**config.mk**
```make
export PLATFORM = sky130hd
export DESIGN_NAME = cpu_mc_ctrl
export DESIGN_NICKNAME = d
export VERILOG_FILES = /design/src/rtl/cpu_mc_pkg.sv /design/src/rtl/cpu_mc_watchdog.sv /design/src/rtl/cpu_mc_ctrl.sv
export SDC_FILE = /design/constraint.sdc
export NUM_CORES = 1
export LEC_CHECK = 0
export CAP_MARGIN = 40
export CORE_UTILIZATION = 40
export DETAILED_ROUTE_END_ITERATION = 12
export PLACE_DENSITY = 0.83
export SYNTH_ARGS = -nofsm -noshare
export SYNTH_HDL_FRONTEND = slang
export SYNTH_HIERARCHICAL = 1
export SYNTH_SLANG_ARGS = --single-unit
```
**constraint.sdc**
```tcl
create_clock -name clk_i -period 1.9 [get_ports clk_i]
set_input_delay 0.38 -clock clk_i [delete_from_list [all_inputs] [get_ports clk_i]]
set_output_delay 0.38 -clock clk_i [all_outputs]
set_load 0.02 [all_outputs]
```
**src/rtl/cpu_mc_pkg.sv**
```systemverilog
// Shared types and constants for the multi-cycle execute sequencer.
//
// Contents:
//   mc_state_e   - sequencer state encoding (IDLE, START, WAIT, WB, DRAIN)
//   MC_UNIT_*    - index assignment of the attached execute units
//   mc_unit_t    - wide unit index, used for range checks on issued indices
//   mc_is_busy() - states in which the sequencer always holds the pipeline
//
// Optional feature macro used by the design files: CPU_MC_TIMEOUT_EN.
package cpu_mc_pkg;

  typedef enum logic [2:0] {
    MC_IDLE  = 3'd0,
    MC_START = 3'd1,
    MC_WAIT  = 3'd2,
    MC_WB    = 3'd3,
    MC_DRAIN = 3'd4
  } mc_state_e;

  localparam int MC_UNIT_SHIFT  = 0;
  localparam int MC_UNIT_MULDIV = 1;

  localparam int MC_UNIT_IDX_W = 8;
  typedef logic [MC_UNIT_IDX_W-1:0] mc_unit_t;

  function automatic logic mc_is_busy(input mc_state_e s);
    return (s == MC_START) || (s == MC_WAIT) || (s == MC_DRAIN);
  endfunction

endpackage

```
**src/rtl/cpu_mc_watchdog.sv**
```systemverilog
// Hang watchdog for the multi-cycle sequencer. Only instantiated when
// CPU_MC_TIMEOUT_EN is defined.
//
// Ports:
//   clk_i      in  clock
//   rst_i      in  synchronous active-high reset
//   active_i   in  sequencer is in a waiting state (WAIT or DRAIN)
//   restart_i  in  re-arm the count (moving from WAIT into DRAIN)
//   expired_o  out count reached LIMIT-1 while active
//
// The count is held at zero whenever the sequencer is not waiting, so the
// first cycle of a WAIT/DRAIN episode always sees a count of zero.
module cpu_mc_watchdog
  import cpu_mc_pkg::*;
#(
  parameter int LIMIT = 64
) (
  input  logic clk_i,
  input  logic rst_i,
  input  logic active_i,
  input  logic restart_i,
  output logic expired_o
);

  localparam int CW = $clog2(LIMIT) + 1;

  logic [CW-1:0] cnt;

  assign expired_o = active_i && (cnt == CW'(LIMIT - 1));

  always_ff @(posedge clk_i) begin
    if (rst_i || !active_i || restart_i) begin
      cnt <= '0;
    end else if (!expired_o) begin
      cnt <= cnt + CW'(1);
    end
  end

endmodule

```
**src/rtl/cpu_mc_ctrl.sv**
```systemverilog
// Sequencer for multi-cycle execute units (shifter, mul/div) between
// decode/issue and writeback. Accepts one op at a time, pulses the selected
// unit's start, stalls the pipeline until the unit reports done, then holds
// the result until writeback consumes it. Flushes are honoured without
// aborting a unit: an in-flight unit is drained before a new op is accepted.
//
// Ports:
//   clk_i          in   clock
//   rst_i          in   synchronous active-high reset
//   issue_valid_i  in   decode presents a multi-cycle op
//   issue_unit_i   in   target unit index
//   issue_rd_i     in   destination register
//   issue_ready_o  out  op accepted this cycle when valid && ready
//   flush_i        in   kill in-flight op
//   unit_start_o   out  one-hot, single-cycle start pulse
//   unit_done_i    in   per-unit done (may be high while the unit is idle)
//   unit_res_i     in   per-unit result, unit k at [k*XLEN +: XLEN]
//   stall_o        out  hold upstream pipeline
//   wb_valid_o     out  result available
//   wb_rd_o        out  destination of held result
//   wb_data_o      out  held result
//   wb_ready_i     in   writeback consumes when valid && ready
//   err_o          out  held result is a watchdog timeout
//
// Optional feature: define CPU_MC_TIMEOUT_EN to add a hang watchdog that
// forces a zero result with err_o after TIMEOUT_CYCLES waiting cycles.
// Without it err_o stays 0 and WAIT/DRAIN wait indefinitely.
module cpu_mc_ctrl
  import cpu_mc_pkg::*;
#(
  parameter int N_UNITS        = 2,
  parameter int XLEN           = 32,
  parameter int TIMEOUT_CYCLES = 64,
  localparam int UW            = (N_UNITS > 1) ? $clog2(N_UNITS) : 1
) (
  input  logic                    clk_i,
  input  logic                    rst_i,
  input  logic                    issue_valid_i,
  input  logic [UW-1:0]           issue_unit_i,
  input  logic [4:0]              issue_rd_i,
  output logic                    issue_ready_o,
  input  logic                    flush_i,
  output logic [N_UNITS-1:0]      unit_start_o,
  input  logic [N_UNITS-1:0]      unit_done_i,
  input  logic [N_UNITS*XLEN-1:0] unit_res_i,
  output logic                    stall_o,
  output logic                    wb_valid_o,
  output logic [4:0]              wb_rd_o,
  output logic [XLEN-1:0]         wb_data_o,
  input  logic                    wb_ready_i,
  output logic                    err_o
);

  mc_state_e        state;
  logic [UW-1:0]    unit_q;
  logic             issue_in_range;
  logic [N_UNITS-1:0] start_vec;
  logic             done_sel;
  logic [XLEN-1:0]  res_sel;
  logic             wd_expired;

  assign issue_ready_o  = (state == MC_IDLE) && !flush_i;
  assign stall_o        = mc_is_busy(state) || ((state == MC_WB) && !wb_ready_i);
  assign issue_in_range = (mc_unit_t'(issue_unit_i) < mc_unit_t'(N_UNITS));

  // Decode the issued index into the start pulse; an out-of-range index
  // decodes to no unit at all.
  always_comb begin
    start_vec = '0;
    for (int k = 0; k < N_UNITS; k++) begin
      if (issue_unit_i == UW'(k)) start_vec[k] = 1'b1;
    end
  end

  // Done/result of the latched unit only; other units' done lines are
  // ignored because they may be high while idle.
  always_comb begin
    done_sel = 1'b0;
    res_sel  = '0;
    for (int k = 0; k < N_UNITS; k++) begin
      if (unit_q == UW'(k)) begin
        done_sel = unit_done_i[k];
        res_sel  = unit_res_i[k*XLEN +: XLEN];
      end
    end
  end

`ifdef CPU_MC_TIMEOUT_EN
  cpu_mc_watchdog #(
    .LIMIT (TIMEOUT_CYCLES)
  ) u_watchdog (
    .clk_i     (clk_i),
    .rst_i     (rst_i),
    .active_i  ((state == MC_WAIT) || (state == MC_DRAIN)),
    .restart_i ((state == MC_WAIT) && flush_i),
    .expired_o (wd_expired)
  );
`else
  logic unused_timeout_cfg;
  assign unused_timeout_cfg = (TIMEOUT_CYCLES == 0);
  assign wd_expired         = 1'b0;
`endif

  always_ff @(posedge clk_i) begin
    if (rst_i) begin
      state        <= MC_IDLE;
      unit_q       <= '0;
      unit_start_o <= '0;
      wb_valid_o   <= 1'b0;
      wb_rd_o      <= '0;
      wb_data_o    <= '0;
      err_o        <= 1'b0;
    end else begin
      unit_start_o <= '0;
      case (state)
        MC_IDLE: begin
          if (issue_valid_i && !flush_i) begin
            unit_q  <= issue_unit_i;
            wb_rd_o <= issue_rd_i;
            err_o   <= 1'b0;
            if (issue_in_range) begin
              unit_start_o <= start_vec;
              state        <= MC_START;
            end else begin
              // No unit to run: complete immediately with a zero result.
              wb_data_o  <= '0;
              wb_valid_o <= 1'b1;
              state      <= MC_WB;
            end
          end
        end

        // ---- start pulse is on the output this cycle ----
        MC_START: begin
          state <= flush_i ? MC_DRAIN : MC_WAIT;
        end

        // ---- waiting for the unit ----
        MC_WAIT: begin
          if (flush_i) begin
            // A unit cannot abort; if its done is already here nothing is
            // left to drain.
            state <= done_sel ? MC_IDLE : MC_DRAIN;
          end else if (done_sel) begin
            wb_data_o  <= res_sel;
            wb_valid_o <= 1'b1;
            state      <= MC_WB;
          end else if (wd_expired) begin
            wb_data_o  <= '0;
            err_o      <= 1'b1;
            wb_valid_o <= 1'b1;
            state      <= MC_WB;
          end
        end

        // ---- holding result for writeback ----
        MC_WB: begin
          if (flush_i || wb_ready_i) begin
            wb_valid_o <= 1'b0;
            err_o      <= 1'b0;
            state      <= MC_IDLE;
          end
        end

        // ---- discarding a flushed op ----
        MC_DRAIN: begin
          if (done_sel || wd_expired) state <= MC_IDLE;
        end

        default: state <= MC_IDLE;
      endcase
    end
  end

endmodule

```
* Word level (Yosys, flattened, before mapping)
Cells that the tools add are included.
** Word-level totals
- Register bits after elaboration :: 45
- Latch bits :: 0
- Memory bits (writable) :: 0
- ROM bits :: 0
- Input bits :: 77
- Word-level logic and storage cells :: 56
- Memories kept :: 0
** Cells by class
- $add $sub $neg :: 0
- Multipliers :: 0
- Div/mod/pow operators :: 0
- Order comparisons :: 0
- Equality and inequality tests :: 10
- Shift operators :: 0
- Muxes and demuxes :: 18
- Bitwise gates (word level) :: 3
- Reduce and logical (&&, ||, !) cells :: 18
** Operators by type and width (number)
- $mux 32 :: 1
- $mux 3 :: 7
- $pmux 3 s5 :: 1
- $reduce_and 4->1 :: 2
- $mux 1 :: 7
- $eq 3x2->1 const B :: 2
- $ne 2x2->1 const B :: 3
- $reduce_and 3->1 :: 2
- $logic_or 1x1->1 :: 4
- $ne 2x1->1 const B :: 2
- $pmux 1 s2 :: 2
- $reduce_bool 2->1 :: 2
- $eq 3x1->1 const B :: 1
- $eq 3x3->1 const B :: 1
- $logic_and 1x1->1 :: 3
- $logic_not 3->1 :: 1
- $ne 3x3->1 const B :: 1
- $not 1->1 :: 3
- $reduce_or 3->1 :: 1
- $logic_not 1->1 :: 2
- $reduce_and 2->1 :: 1

* Longest topological paths before layout
- Depth after elaboration :: 4
- Mapped depth :: 6
- Gate-level depth less buffers :: 4

* Least setup slack after synthesis
No wires, ideal clock.
- Path kind :: reg2out
- Start :: register state[1]
- End :: output stall_o
- Data arrival time :: 1.177 ns
- Data required time :: 1.520 ns
- Path slack :: 0.343 ns
- Cell stages (with the launch flop) :: 5
- Cell sequence :: dfxtp_1 > buf_2 > a21oi_1 > nor2b_1 > a211oi_1
** On the way
- Cells in the longest elaborated chain, start to end :: 4
- Elaborated cells between the ends (all ways) :: 8
- Those cells by class :: eq/ne: 4; reduce/logical: 4
** Ends and longest elaborated chain
- start: declaration :: RTL line cpu_mc_ctrl.sv:54 : mc_state_e state;
- start signal: assignment :: RTL line cpu_mc_ctrl.sv:135 : state <= flush_i ? MC_DRAIN : MC_WAIT;
- start signal: assignment :: RTL line cpu_mc_ctrl.sv:143 : state <= done_sel ? MC_IDLE : MC_DRAIN;
- $eq 3x1->1 / $eq 3x2->1 (equally long branches) :: RTL line cpu_mc_pkg.sv:27 : return (s == MC_START) || (s == MC_WAIT) || (s == MC_DRAIN);
- $logic_or 1x1->1 (2 in series) :: RTL line cpu_mc_pkg.sv:27
- $logic_or 1x1->1 * :: RTL line cpu_mc_ctrl.sv:63 : assign stall_o = mc_is_busy(state) || ((state == MC_WB) && !wb_ready_i);
- end: declaration :: RTL line cpu_mc_ctrl.sv:46 : output logic stall_o,
Mark *: on every way between the ends. The rest lies on a longest branch, timed or not.

* Worst setup path in the final report
- Start :: input flush_i
- End :: output issue_ready_o
** On the way
- Cells in the longest elaborated chain, start to end :: 2
** Ends and longest elaborated chain
- start: declaration :: RTL line cpu_mc_ctrl.sv:42 : input logic flush_i,
- $logic_not 1->1 :: RTL line cpu_mc_ctrl.sv:62 : assign issue_ready_o = (state == MC_IDLE) && !flush_i;
- $logic_and 1x1->1 :: RTL line cpu_mc_ctrl.sv:62
- end: declaration :: RTL line cpu_mc_ctrl.sv:41 : output logic issue_ready_o,
Every way passes these cells.

==> qor.txt <==
outcome: completed
Leak: 1.17 nW
CTS tree: done
CP required: 1.52 ns
fin crit share: 94.7%
fmax: 0.556 GHz
first-pass GRT wire length: 9140 um
CP endpoint kind: output port
max incr delay on CP: 0.59 ns
xor and xnor area share after synthesis: 0.384%
DP Worst Slack: -0.452 ns
Post-Synth Adder-Cell Area: 0%
FP Rows: 27
clock slew at reported path FFs: 0.08 ns
Clock Path Buffers: 2
vias in the first global route: 2034
mux share of post-synthesis cell area: 14.7%
number of buffers added on ports: 118
Die W: 77.5 um
power per standard cell area: 544 nW/um^2
Layout area overhead: 58.2%
Mapped Nets: 290
Setup Skew: 0.00418 ns
Ys Warns: 6
synthesized area: 2280 um^2
worst-path cell chain: dlygate4sd2_1, or4_4, clkinv_8, buf_4
slowest CP cell: or4_4
Finished Core Util: 65.6%
Mapped Cells: 213
worst path arrival time: 1.42 ns
Critical Setup Path Class: primary input to output port
most frequent cells in the layout: clkdlybuf4s50_1 (114), dfxtp_1 (43), a21oi_1 (40)
simple logic cell fraction of the synthesized area: 7.73%
Final Hold Viols: 0
chip height: 77.5 um
clk_lat worst skew: 0.29 ns
initial antenna violation count: 0
clk root buf: clkbuf_8
Worst Hold Class: register to register
TritonCTS Buffers: 5
#FFs+latches synth: 44
routability cong.: 0.815
part of the Yosys area used for sequential elements: 38.6%
pin count of the biggest net entering global routing: 19
final worst setup slack: 0.101 ns
main combinational cell family by area after synthesis: compound AO/OA/AOI/OAI gates
syn avg cell area: 10.7 um^2
Max Cap Violations: 0
1st-iter DRT viols: 33
CP Max Fanout: 2
Tmin final: 1.80 ns
DRC: 0
Register Area: 882 um^2
share of layout cells above drive strength 1: 20.4%
max-slew violations: 0
io pins: 120
total track usage: 19.0%
vias per inst: 5.20
most common cell after layout, fill and taps aside: clkdlybuf4s50_1
CTS H-tree lvls: 2
detailed placement HPWL: 4380 um
die area: 6010 um^2
Initial Utilization: 41.4%
floorplan core area: 5510 um^2
# nets final: 410
RSZ-0062 raised after global routing: false
Sink Count: 44
Compound-Gate Fraction of Synth Area: 28.9%
FILL cells: 463
Distinct cells, synth: 34
WL/cell: 14.2 um
GR Overflow Total: 0
crit start category: primary input
Antenna Nets Post-Route: 0
area of the multi-input gates: 1180 um^2
vias: 2111
peak supply drop: 0.000288 V
drt first pass iters: 4
ANT cells: 0
final setup vio count: 0
hold buffers post-CTS: 0
total wire length: 5780 um
cell type report:
class                           instances  area share [%]
Sequential cell                        44            24.4
Timing Repair Buffer                  138            37.2
Tap cell                               72            2.50
Multi-Input combinational cell        142            32.8
Inverter                                2           0.555
Clock buffer                            8            2.50
cells by family (layout without fill, tap and decap cells):
logic type                Yosys count  after routing
muxes                              33             33
xor gates and xnor gates            1              1
DFF                                44             44
buffers and inverters              27            148
other                               1              1
and+or+nand+nor                    24             24
AOI/OAI and AO/OA                  83             83
flip-flops by register name, indices dropped and copies added, names as in the netlist:
signal / count
wb_data_o: 32
wb_rd_o: 5
wb_valid_o: 1
unit_q: 1
state: 3
unit_start_o: 2
report_power, final:
part,total (W),internal [W],leakage [nW],switching (W)
Clock,0.000596,0.000297,0.0455,0.000299
Sequential,0.000947,0.000938,0.356,0.00000915
Combinational,0.000422,0.000244,0.770,0.000178
per-stage QoR:
step	setup TNS [ns]	hold slack (ns)	std cells	power [W]	instance area (um^2)
6_report	0	0.481	406	0.00196	3610
5_1_grt	0	0.512	406	0.00206	3610
4_1_cts	0	0.482	406	0.00199	3620
3_5_place_dp	-1.55	0.471	398	0.00140	3530
3_3_place_gp	-0.736	0.471	398	0.00139	3530
2_1_floorplan	0	0.448	213	0.00116	2280
critical path: cells and delay by family:
family | cells | cell delay (ns)
buffers and inverters | 3 | 0.45
and+or+nand+nor | 1 | 0.59
cell usage after synthesis:
| library cell | instances | area [um^2] |
|---|---|---|
| mux2_4 | 1 | 15.0 |
| nor3_2 | 1 | 10.0 |
| nor3_1 | 3 | 15.0 |
| a211oi_2 | 30 | 375 |
| a21oi_1 | 40 | 200 |
| nor2b_1 | 2 | 12.5 |
| clkbuf_1 | 8 | 30.0 |
| xnor2_1 | 1 | 8.76 |
| nand3b_1 | 1 | 7.51 |
| a211oi_1 | 4 | 30.0 |
| a31oi_1 | 1 | 6.26 |
| or3_1 | 1 | 6.26 |
| conb_1 | 1 | 3.75 |
| a2bb2oi_1 | 1 | 8.76 |
| buf_12 | 3 | 60.1 |
| nor4b_4 | 1 | 23.8 |
| buf_2 | 5 | 25.0 |
| nand2_4 | 1 | 11.3 |
| inv_1 | 1 | 3.75 |
| or4_1 | 1 | 7.51 |
| nand3_1 | 6 | 30.0 |
| nor2_1 | 2 | 7.51 |
| mux2i_1 | 32 | 320 |
| buf_4 | 5 | 37.5 |
| nand2_1 | 1 | 3.75 |
| a2111oi_0 | 1 | 8.76 |
| or4_4 | 1 | 11.3 |
| clkinv_8 | 1 | 16.3 |
| and2_1 | 1 | 6.26 |
| dfxtp_1 | 44 | 881 |
| nor3b_2 | 1 | 12.5 |
| buf_6 | 4 | 45.0 |
| o21ai_1 | 6 | 30.0 |
| or4bb_1 | 1 | 11.3 |
timing repair:
item,in CTS,in global routing
setup buffers,0,0
setup endpoints to repair,2,1
resized for setup,10,1
cloned,0,0
endpoints found under the hold margin,0,0
pin swaps,1,0
per-layer routing:
| layer | global-route usage [%] | vias to the layer above | wire (um) |
|---|---|---|---|
| li1 | - | 1032 | - |
| met1 | 21.4 | 1004 | 2450 |
| met2 | 34.2 | 70 | 2960 |
| met3 | 5.76 | 5 | 319 |
| met4 | 5.09 | 0 | 55 |
| met5 | 0 | - | 0 |
path summary, 6_finish.rpt:
path                                start                        end  slack [ns]  cells after the start
setup reg to reg    state[2]$_SDFFE_PP0P_  wb_data_o[9]$_SDFFE_PP0P_        0.31                      6
hold reg to reg   wb_rd_o[4]$_SDFFE_PP0P_    wb_rd_o[4]$_SDFFE_PP0P_        0.48                      2
hold / removal    wb_rd_o[4]$_SDFFE_PP0P_    wb_rd_o[4]$_SDFFE_PP0P_        0.48                      2
setup / recovery                  flush_i              issue_ready_o        0.10                      4
Power figures use the tool's default switching activity.
